==> config.mk <==
export PLATFORM = sky130hd
export DESIGN_NAME = bus_fanout_pipe_flat
export DESIGN_NICKNAME = d
export VERILOG_FILES = /design/src/rtl/bus_fanout_pipe_if.sv /design/src/rtl/bus_fanout_pipe.sv /design/src/flat_wrapper.sv
export SDC_FILE = /design/constraint.sdc
export NUM_CORES = 1
export LEC_CHECK = 0
export CAP_MARGIN = 30
export CELL_PAD_IN_SITES_DETAIL_PLACEMENT = 0
export CELL_PAD_IN_SITES_GLOBAL_PLACEMENT = 1
export CORE_MARGIN = 1.5
export CORE_UTILIZATION = 28
export DETAILED_ROUTE_END_ITERATION = 10
export PLACE_DENSITY_LB_ADDON = 0.1
export REMOVE_ABC_BUFFERS = 1
export SLEW_MARGIN = 40
export SYNTH_ARGS = -nofsm -noshare
export SYNTH_HDL_FRONTEND = slang
export SYNTH_SLANG_ARGS = --single-unit
==> constraint.sdc <==
create_clock -name clk -period 2.09 [get_ports clk]
set_input_delay 0.418 -clock clk [delete_from_list [all_inputs] [get_ports clk]]
set_output_delay 0.418 -clock clk [all_outputs]
set_load 0.03 [all_outputs]
==> src/rtl/bus_fanout_pipe_if.sv <==
// Host/child bus bundle for bus_fanout_pipe: host request and response on
// one side, shared child address/data plus per-channel strobes and
// concatenated child read data on the other.
interface bus_fanout_pipe_if #(
  parameter int AW    = 24,
  parameter int DW    = 32,
  parameter int NCH   = 2,
  parameter int SUBAW = 16
);
  logic [AW-1:0]     addr;
  logic [DW-1:0]     din;
  logic              we;
  logic              re;
  logic [DW-1:0]     dout;
  logic              dout_valid;
  logic              miss;
  logic [15:0]       miss_count;
  logic [SUBAW-1:0]  c_addr;
  logic [DW-1:0]     c_din;
  logic [NCH-1:0]    c_we;
  logic [NCH-1:0]    c_re;
  logic [NCH*DW-1:0] c_dout;

  // Fan-out block side
  modport slave (
    input  addr, din, we, re, c_dout,
    output dout, dout_valid, miss, miss_count, c_addr, c_din, c_we, c_re
  );

  // Host plus child-model side
  modport master (
    output addr, din, we, re, c_dout,
    input  dout, dout_valid, miss, miss_count, c_addr, c_din, c_we, c_re
  );
endinterface

==> src/rtl/bus_fanout_pipe.sv <==
// Local-bus interposer: decodes the upper address bits into a child channel,
// drives registered one-hot strobes to that child and returns its read data
// through a select pipeline matched to the child read latency. Accesses to
// unpopulated channels pulse miss, bump a saturating counter and read back
// MISS_VAL.
module bus_fanout_pipe #(
  parameter int          AW       = 24,
  parameter int          DW       = 32,
  parameter int          NCH      = 2,
  parameter int          SUBAW    = 16,
  parameter int          RD_LAT   = 1,
  parameter logic [31:0] MISS_VAL = 32'hDEADBEEF
) (
  input logic              clk,
  input logic              rst_n,
  bus_fanout_pipe_if.slave bus
);

  localparam int            IW      = AW - SUBAW;
  localparam logic [DW-1:0] MISS_DW = DW'(MISS_VAL);

  // Saturating 16-bit increment for the miss counter.
  function automatic logic [15:0] sat_inc(input logic [15:0] v);
    return (v == 16'hFFFF) ? v : v + 16'd1;
  endfunction

  // One-hot strobe for a channel index; compared at 32 bits so a narrow
  // index field can never alias onto a higher channel.
  function automatic logic [NCH-1:0] onehot(input logic [IW-1:0] idx);
    logic [NCH-1:0] v;
    v = '0;
    for (int k = 0; k < NCH; k++)
      if (32'(idx) == 32'(k)) v[k] = 1'b1;
    return v;
  endfunction

  // Read-data mux over the concatenated child outputs.
  function automatic logic [DW-1:0] sel_child(input logic [NCH*DW-1:0] d,
                                              input logic [IW-1:0]     idx);
    logic [DW-1:0] r;
    r = '0;
    for (int k = 0; k < NCH; k++)
      if (32'(idx) == 32'(k)) r = d[k*DW +: DW];
    return r;
  endfunction

  logic [IW-1:0] w_idx;
  logic          w_hit;
  logic          w_any;
  logic          w_rd;

  assign w_idx = bus.addr[AW-1:SUBAW];
  assign w_hit = (32'(w_idx) < 32'(NCH));
  assign w_any = bus.we | bus.re;
  // A simultaneous write takes precedence, so the read is dropped entirely.
  assign w_rd  = bus.re & ~bus.we;

  logic [SUBAW-1:0] r_c_addr_p0;
  logic [DW-1:0]    r_c_din_p0;
  logic [NCH-1:0]   r_c_we_p0;
  logic [NCH-1:0]   r_c_re_p0;
  logic             r_miss_p0;
  logic [15:0]      r_miss_cnt;

  // ---- stage p0: request decode -> child strobes, miss reporting ----
  always_ff @(posedge clk) begin
    if (!rst_n) begin
      r_c_addr_p0 <= '0;
      r_c_din_p0  <= '0;
      r_c_we_p0   <= '0;
      r_c_re_p0   <= '0;
      r_miss_p0   <= 1'b0;
      r_miss_cnt  <= '0;
    end else begin
      r_c_we_p0 <= '0;
      r_c_re_p0 <= '0;
      r_miss_p0 <= 1'b0;
      if (w_any) begin
        r_c_addr_p0 <= bus.addr[SUBAW-1:0];
        r_c_din_p0  <= bus.din;
        if (w_hit) begin
          if (bus.we) r_c_we_p0 <= onehot(w_idx);
          else        r_c_re_p0 <= onehot(w_idx);
        end else begin
          r_miss_p0  <= 1'b1;
          r_miss_cnt <= sat_inc(r_miss_cnt);
        end
      end
    end
  end

  logic          r_rd_vld_p  [0:RD_LAT];
  logic          r_rd_miss_p [0:RD_LAT];
  logic [IW-1:0] r_rd_idx_p  [0:RD_LAT];

  // ---- stages p[0..RD_LAT]: read tracking, aligned to child latency ----
  always_ff @(posedge clk) begin
    if (!rst_n) begin
      for (int k = 0; k <= RD_LAT; k++) begin
        r_rd_vld_p[k]  <= 1'b0;
        r_rd_miss_p[k] <= 1'b0;
        r_rd_idx_p[k]  <= '0;
      end
    end else begin
      r_rd_vld_p[0]  <= w_rd;
      r_rd_miss_p[0] <= ~w_hit;
      r_rd_idx_p[0]  <= w_idx;
      for (int k = 1; k <= RD_LAT; k++) begin
        r_rd_vld_p[k]  <= r_rd_vld_p[k-1];
        r_rd_miss_p[k] <= r_rd_miss_p[k-1];
        r_rd_idx_p[k]  <= r_rd_idx_p[k-1];
      end
    end
  end

  logic [DW-1:0] r_dout_po;
  logic          r_dout_vld_po;

  // ---- output stage: capture selected child data or the miss pattern ----
  always_ff @(posedge clk) begin
    if (!rst_n) begin
      r_dout_po     <= '0;
      r_dout_vld_po <= 1'b0;
    end else begin
      r_dout_vld_po <= r_rd_vld_p[RD_LAT];
      if (r_rd_vld_p[RD_LAT])
        r_dout_po <= r_rd_miss_p[RD_LAT] ? MISS_DW
                                         : sel_child(bus.c_dout, r_rd_idx_p[RD_LAT]);
    end
  end

  assign bus.c_addr     = r_c_addr_p0;
  assign bus.c_din      = r_c_din_p0;
  assign bus.c_we       = r_c_we_p0;
  assign bus.c_re       = r_c_re_p0;
  assign bus.miss       = r_miss_p0;
  assign bus.miss_count = r_miss_cnt;
  assign bus.dout       = r_dout_po;
  assign bus.dout_valid = r_dout_vld_po;

endmodule
==> src/flat_wrapper.sv <==
// flat-port wrapper written by rule: the top's interface ports become plain ports
module bus_fanout_pipe_flat 
#(
  parameter int          AW       = 24,
  parameter int          DW       = 32,
  parameter int          NCH      = 2,
  parameter int          SUBAW    = 16,
  parameter int          RD_LAT   = 1,
  parameter logic [31:0] MISS_VAL = 32'hDEADBEEF
)
  (clk, rst_n, bus_addr, bus_din, bus_we, bus_re, bus_c_dout, bus_dout, bus_dout_valid, bus_miss, bus_miss_count, bus_c_addr, bus_c_din, bus_c_we, bus_c_re);
  bus_fanout_pipe_if #(.AW(AW), .DW(DW), .NCH(NCH), .SUBAW(SUBAW)) bus_i ();
  input logic clk;
  input logic rst_n;
  input wire logic [$bits(bus_i.addr)-1:0] bus_addr;
  input wire logic [$bits(bus_i.din)-1:0] bus_din;
  input wire logic [$bits(bus_i.we)-1:0] bus_we;
  input wire logic [$bits(bus_i.re)-1:0] bus_re;
  input wire logic [$bits(bus_i.c_dout)-1:0] bus_c_dout;
  output wire logic [$bits(bus_i.dout)-1:0] bus_dout;
  output wire logic [$bits(bus_i.dout_valid)-1:0] bus_dout_valid;
  output wire logic [$bits(bus_i.miss)-1:0] bus_miss;
  output wire logic [$bits(bus_i.miss_count)-1:0] bus_miss_count;
  output wire logic [$bits(bus_i.c_addr)-1:0] bus_c_addr;
  output wire logic [$bits(bus_i.c_din)-1:0] bus_c_din;
  output wire logic [$bits(bus_i.c_we)-1:0] bus_c_we;
  output wire logic [$bits(bus_i.c_re)-1:0] bus_c_re;
  assign bus_i.addr = bus_addr;
  assign bus_i.din = bus_din;
  assign bus_i.we = bus_we;
  assign bus_i.re = bus_re;
  assign bus_i.c_dout = bus_c_dout;
  assign bus_dout = bus_i.dout;
  assign bus_dout_valid = bus_i.dout_valid;
  assign bus_miss = bus_i.miss;
  assign bus_miss_count = bus_i.miss_count;
  assign bus_c_addr = bus_i.c_addr;
  assign bus_c_din = bus_i.c_din;
  assign bus_c_we = bus_i.c_we;
  assign bus_c_re = bus_i.c_re;
  bus_fanout_pipe #(.AW(AW), .DW(DW), .NCH(NCH), .SUBAW(SUBAW), .RD_LAT(RD_LAT), .MISS_VAL(MISS_VAL)) u_core (.clk(clk), .rst_n(rst_n), .bus(bus_i));
endmodule
==> flow_metrics.env <==
export IMPL_setup_violations_final=0
export IMPL_initial_utilization_pct=28.5
export IMPL_synth_top_cell_area_share_pct=54.2
export IMPL_timing_final_crit_share_pct=97.8
export IMPL_power_density_nw_per_um2=809
export IMPL_core_area_um2=15800
export IMPL_highest_clock_frequency_the_design_can_meet_mhz=489
export IMPL_clk_pin_slew_ns=0.06
export IMPL_htreeDepth=4
export IMPL_fraction_of_final_layout_cells_sized_beyond_drive_strength_1_pct=9.54
export IMPL_crit_path_top_delay_cell="sky130_fd_sc_hd__or4_4"
export IMPL_grt_use_total_pct=17.0
export IMPL_critical_path_startpoint_type="input port"
export IMPL_maximum_number_of_pins_on_one_net_before_global_route_repair=73
export IMPL_post_synth_top_area_cell="sky130_fd_sc_hd__dfxtp_1"
export IMPL_timing_final_hold_violations=0
export IMPL_initial_antenna_violation_count=0
export IMPL_maxSlewHeadroom_pct=63.5
export IMPL_final_nets=877
export IMPL_first_iter_violations=230
export IMPL_vias=4497
export IMPL_ant_nets=0
export IMPL_filler_cells_inserted=1490
export IMPL_layout_cells_most_common="sky130_fd_sc_hd__clkdlybuf4s50_1"
export IMPL_avgViaCountPerCell=4.58
export IMPL_vdd_drop_max_mv=0.509
export IMPL_path_max_fanout=5
export IMPL_num_antenna_cells=0
export IMPL_drv_cap=0
export IMPL_rsz0062_at_grt="false"
export IMPL_cts_sink_count=122
export IMPL_total_chip_power_w=0.00632
export IMPL_critical_path_class="input port to flip-flop"
export IMPL_synth_cell_area_um2=4510
export IMPL_avgSynthCellArea_um2=8.82
export IMPL_path_delay_family="simple AND/OR/NAND/NOR gates"
export IMPL_clock_skew_final_ns=0.00602
export IMPL_place_area_um2=7150
export IMPL_drt_pass1_iter_count=4
export IMPL_routedWlPerCell_um=15.0
export IMPL_critical_path_endpoint_type="flip-flop"
export IMPL_grt_pass1_wl_um=22000
export IMPL_ys_warn_count=0
export IMPL_areaGrowthSynthToFinish_pct=73.3
export IMPL_finalInstanceArea_um2=7810
export IMPL_clock_root_buffer="sky130_fd_sc_hd__clkbuf_16"
export IMPL_die_w_um=130
export IMPL_path_cells="clkdlybuf4s50_1 -> or4_4 -> or4_4 -> clkbuf_16 -> nand4_1 -> xor2_1 -> nor2_1"
export IMPL_clock_tree_buffer_depth=2
export IMPL_crit_buf_inv=2
export IMPL_chipHeight_um=130
export IMPL_io_buffer_count=225
export IMPL_number_of_instances_in_the_synthesized_netlist=511
export IMPL_synthFlopType="sky130_fd_sc_hd__dfxtp_1"
export IMPL_grt_pass1_vias=4306
export IMPL_tritoncts_clock_tree="yes"
export IMPL_final_cells=981
export IMPL_cp_required_ns=2.37
export IMPL_drc_errors=0
export IMPL_number_of_core_rows=46
export IMPL_final_max_slew_violation_count=0
export IMPL_timing_final_crit_period_ns=2.04
export IMPL_synth_enable_flop_cells=0
export IMPL_synth_area_top_cells="sky130_fd_sc_hd__dfxtp_1 54%, sky130_fd_sc_hd__nand2_1 8.6%, sky130_fd_sc_hd__a21oi_1 8.2%"
export IMPL_data_arrival_critical_path_ns=2.33
export IMPL_tritoncts_num_buffers=17
export IMPL_worst_path_most_repeated_cell="sky130_fd_sc_hd__or4_4"
export IMPL_clock_latency_ns=0.41
export IMPL_synth_sequential_area_ratio_pct=54.2
export IMPL_place_inst=947
export IMPL_max_slew_worst_pin_slew_ns=0.547
export IMPL_worstHoldPathType="input port to flip-flop"
export IMPL_grt_overflow=0
export IMPL_die_area_um2=16900
export IMPL_max_stage_delay_ns=0.57
export IMPL_place_gp_congestion=0.834
export IMPL_async_flop_share_pct=0
export IMPL_dp_final_hpwl_um=10600
export IMPL_layout_common_cells="222 x sky130_fd_sc_hd__clkdlybuf4s50_1, 122 x sky130_fd_sc_hd__dfxtp_1, 103 x sky130_fd_sc_hd__nand2_1"
export IMPL_io_pins=226
export IMPL_synth_cell_types=40
export IMPL_outcome="complete, no violations"
export IMPL_cellLeakagePower_nw=3.00
export IMPL_wl_final_um=14700
export IMPL_post_cts_hold_buffer_count=0
export IMPL_postSynthRegisterBits=122
==> synth_stat cells (2+ instances only) <==
library cell                count
sky130_fd_sc_hd__xor2_1         8
sky130_fd_sc_hd__a22oi_1       24
sky130_fd_sc_hd__or4_1          4
sky130_fd_sc_hd__mux2i_1        9
sky130_fd_sc_hd__buf_6          3
sky130_fd_sc_hd__inv_1          2
sky130_fd_sc_hd__nand3_1        6
sky130_fd_sc_hd__buf_2          3
sky130_fd_sc_hd__nand4_1       10
sky130_fd_sc_hd__or4_4          2
sky130_fd_sc_hd__nor2_1        27
sky130_fd_sc_hd__a21oi_1       74
sky130_fd_sc_hd__o21a_1         2
sky130_fd_sc_hd__and2_1        21
sky130_fd_sc_hd__clkbuf_1      28
sky130_fd_sc_hd__o21ai_0       25
sky130_fd_sc_hd__nor3_1         5
sky130_fd_sc_hd__a2bb2oi_1      8
sky130_fd_sc_hd__dfxtp_1      122
sky130_fd_sc_hd__buf_4          2
sky130_fd_sc_hd__nor4_1         3
sky130_fd_sc_hd__nand2_1      103
sky130_fd_sc_hd__xnor2_1        3
==> timing repair <==
item                                    CTS  global route
endpoints found under the setup margin    0             9
buffers inserted                          0             1
gates resized for setup                   0             6
==> routing by layer <==
metal | GRT usage [%] | share of wire [%]
met1 | 19.3 | 42
met2 | 30.4 | 51
met3 | 4.06 | 5.4
met4 | 7.58 | 1.9
met5 | 0 | 0
==> cell type report <==
type	count	area, µm²	share of cell area [%]
Multi-Input combinational cell	349	1900	24.4
Clock inverter	11	145	1.86
Timing Repair Buffer	258	2570	33.0
Sequential cell	122	2440	31.3
Inverter	4	15.0	0.192
Clock buffer	21	460	5.89
Tap cell	216	270	3.46
==> through the flow <==
step | TNS (ns) | utilization (%) | worst slack [ns] | hold slack [ns]
floorplan | -19.70 | - | -0.625 | 0.412
global placement | -5.26 | 45.2 | -0.366 | 0.417
detailed placement | -6.00 | 45.2 | -0.413 | 0.420
CTS | 0 | 49.0 | 0.0132 | 0.433
global route | 0 | 49.4 | 0.000261 | 0.255
finish | 0 | 49.4 | 0.0460 | 0.267
==> final timing paths <==
path,cells past startpoint,endpoint,slack [ns],from
max,7,u_core.bus.miss_count[6]$_SDFFE_PN0P_,0.05,bus_addr[18]
min,2,u_core.r_rd_idx_p[0][6]$_SDFF_PN0_,0.27,bus_addr[22]
min reg2reg,1,u_core.r_rd_vld_p[0][1]$_SDFF_PN0_,0.43,u_core.r_rd_vld_p[0][0]$_SDFF_PN0_
max reg2reg,8,u_core.bus.miss_count[14]$_SDFFE_PN0P_,0.13,u_core.bus.miss_count[0]$_SDFFE_PN0P_
==> kinds of logic after synthesis <==
family,share of synthesized area (%)
AOI/OAI and AO/OA,17.6
xor gates and xnor gates,2.14
adders and majority gates,0.277
buffers and inverters,4.08
DFF,54.2
muxes,2.00
and+or+nand+nor,19.7
==> state kept, by name (all words and copies together), names as in the netlist <==
name	count
u_core.bus.c_addr	16
u_core.bus.c_din	32
u_core.bus.c_re	2
u_core.bus.c_we	2
u_core.bus.dout	32
u_core.bus.dout_valid	1
u_core.bus.miss	1
u_core.bus.miss_count	16
u_core.r_rd_idx_p	16
u_core.r_rd_miss_p	2
u_core.r_rd_vld_p	2
==> worst reg2reg max path, delay by kind of cell (launching register included) <==
family | cells | cell delay [ns]
DFF | 1 | 0.34
AOI/OAI and AO/OA | 2 | 0.37
adders and majority gates | 1 | 0.18
and+or+nand+nor | 3 | 0.58
buffers and inverters | 2 | 0.38
==> where the power goes <==
| group | internal [W] | switching, W | total (W) |
|---|---|---|---|
| registers | 0.00243 | 0.0000422 | 0.00247 |
| logic | 0.000465 | 0.000431 | 0.000896 |
| clock network | 0.00193 | 0.00102 | 0.00295 |
| total | 0.00483 | 0.00149 | 0.00632 |
No activity file was read; power rests on OpenSTA's default activity.
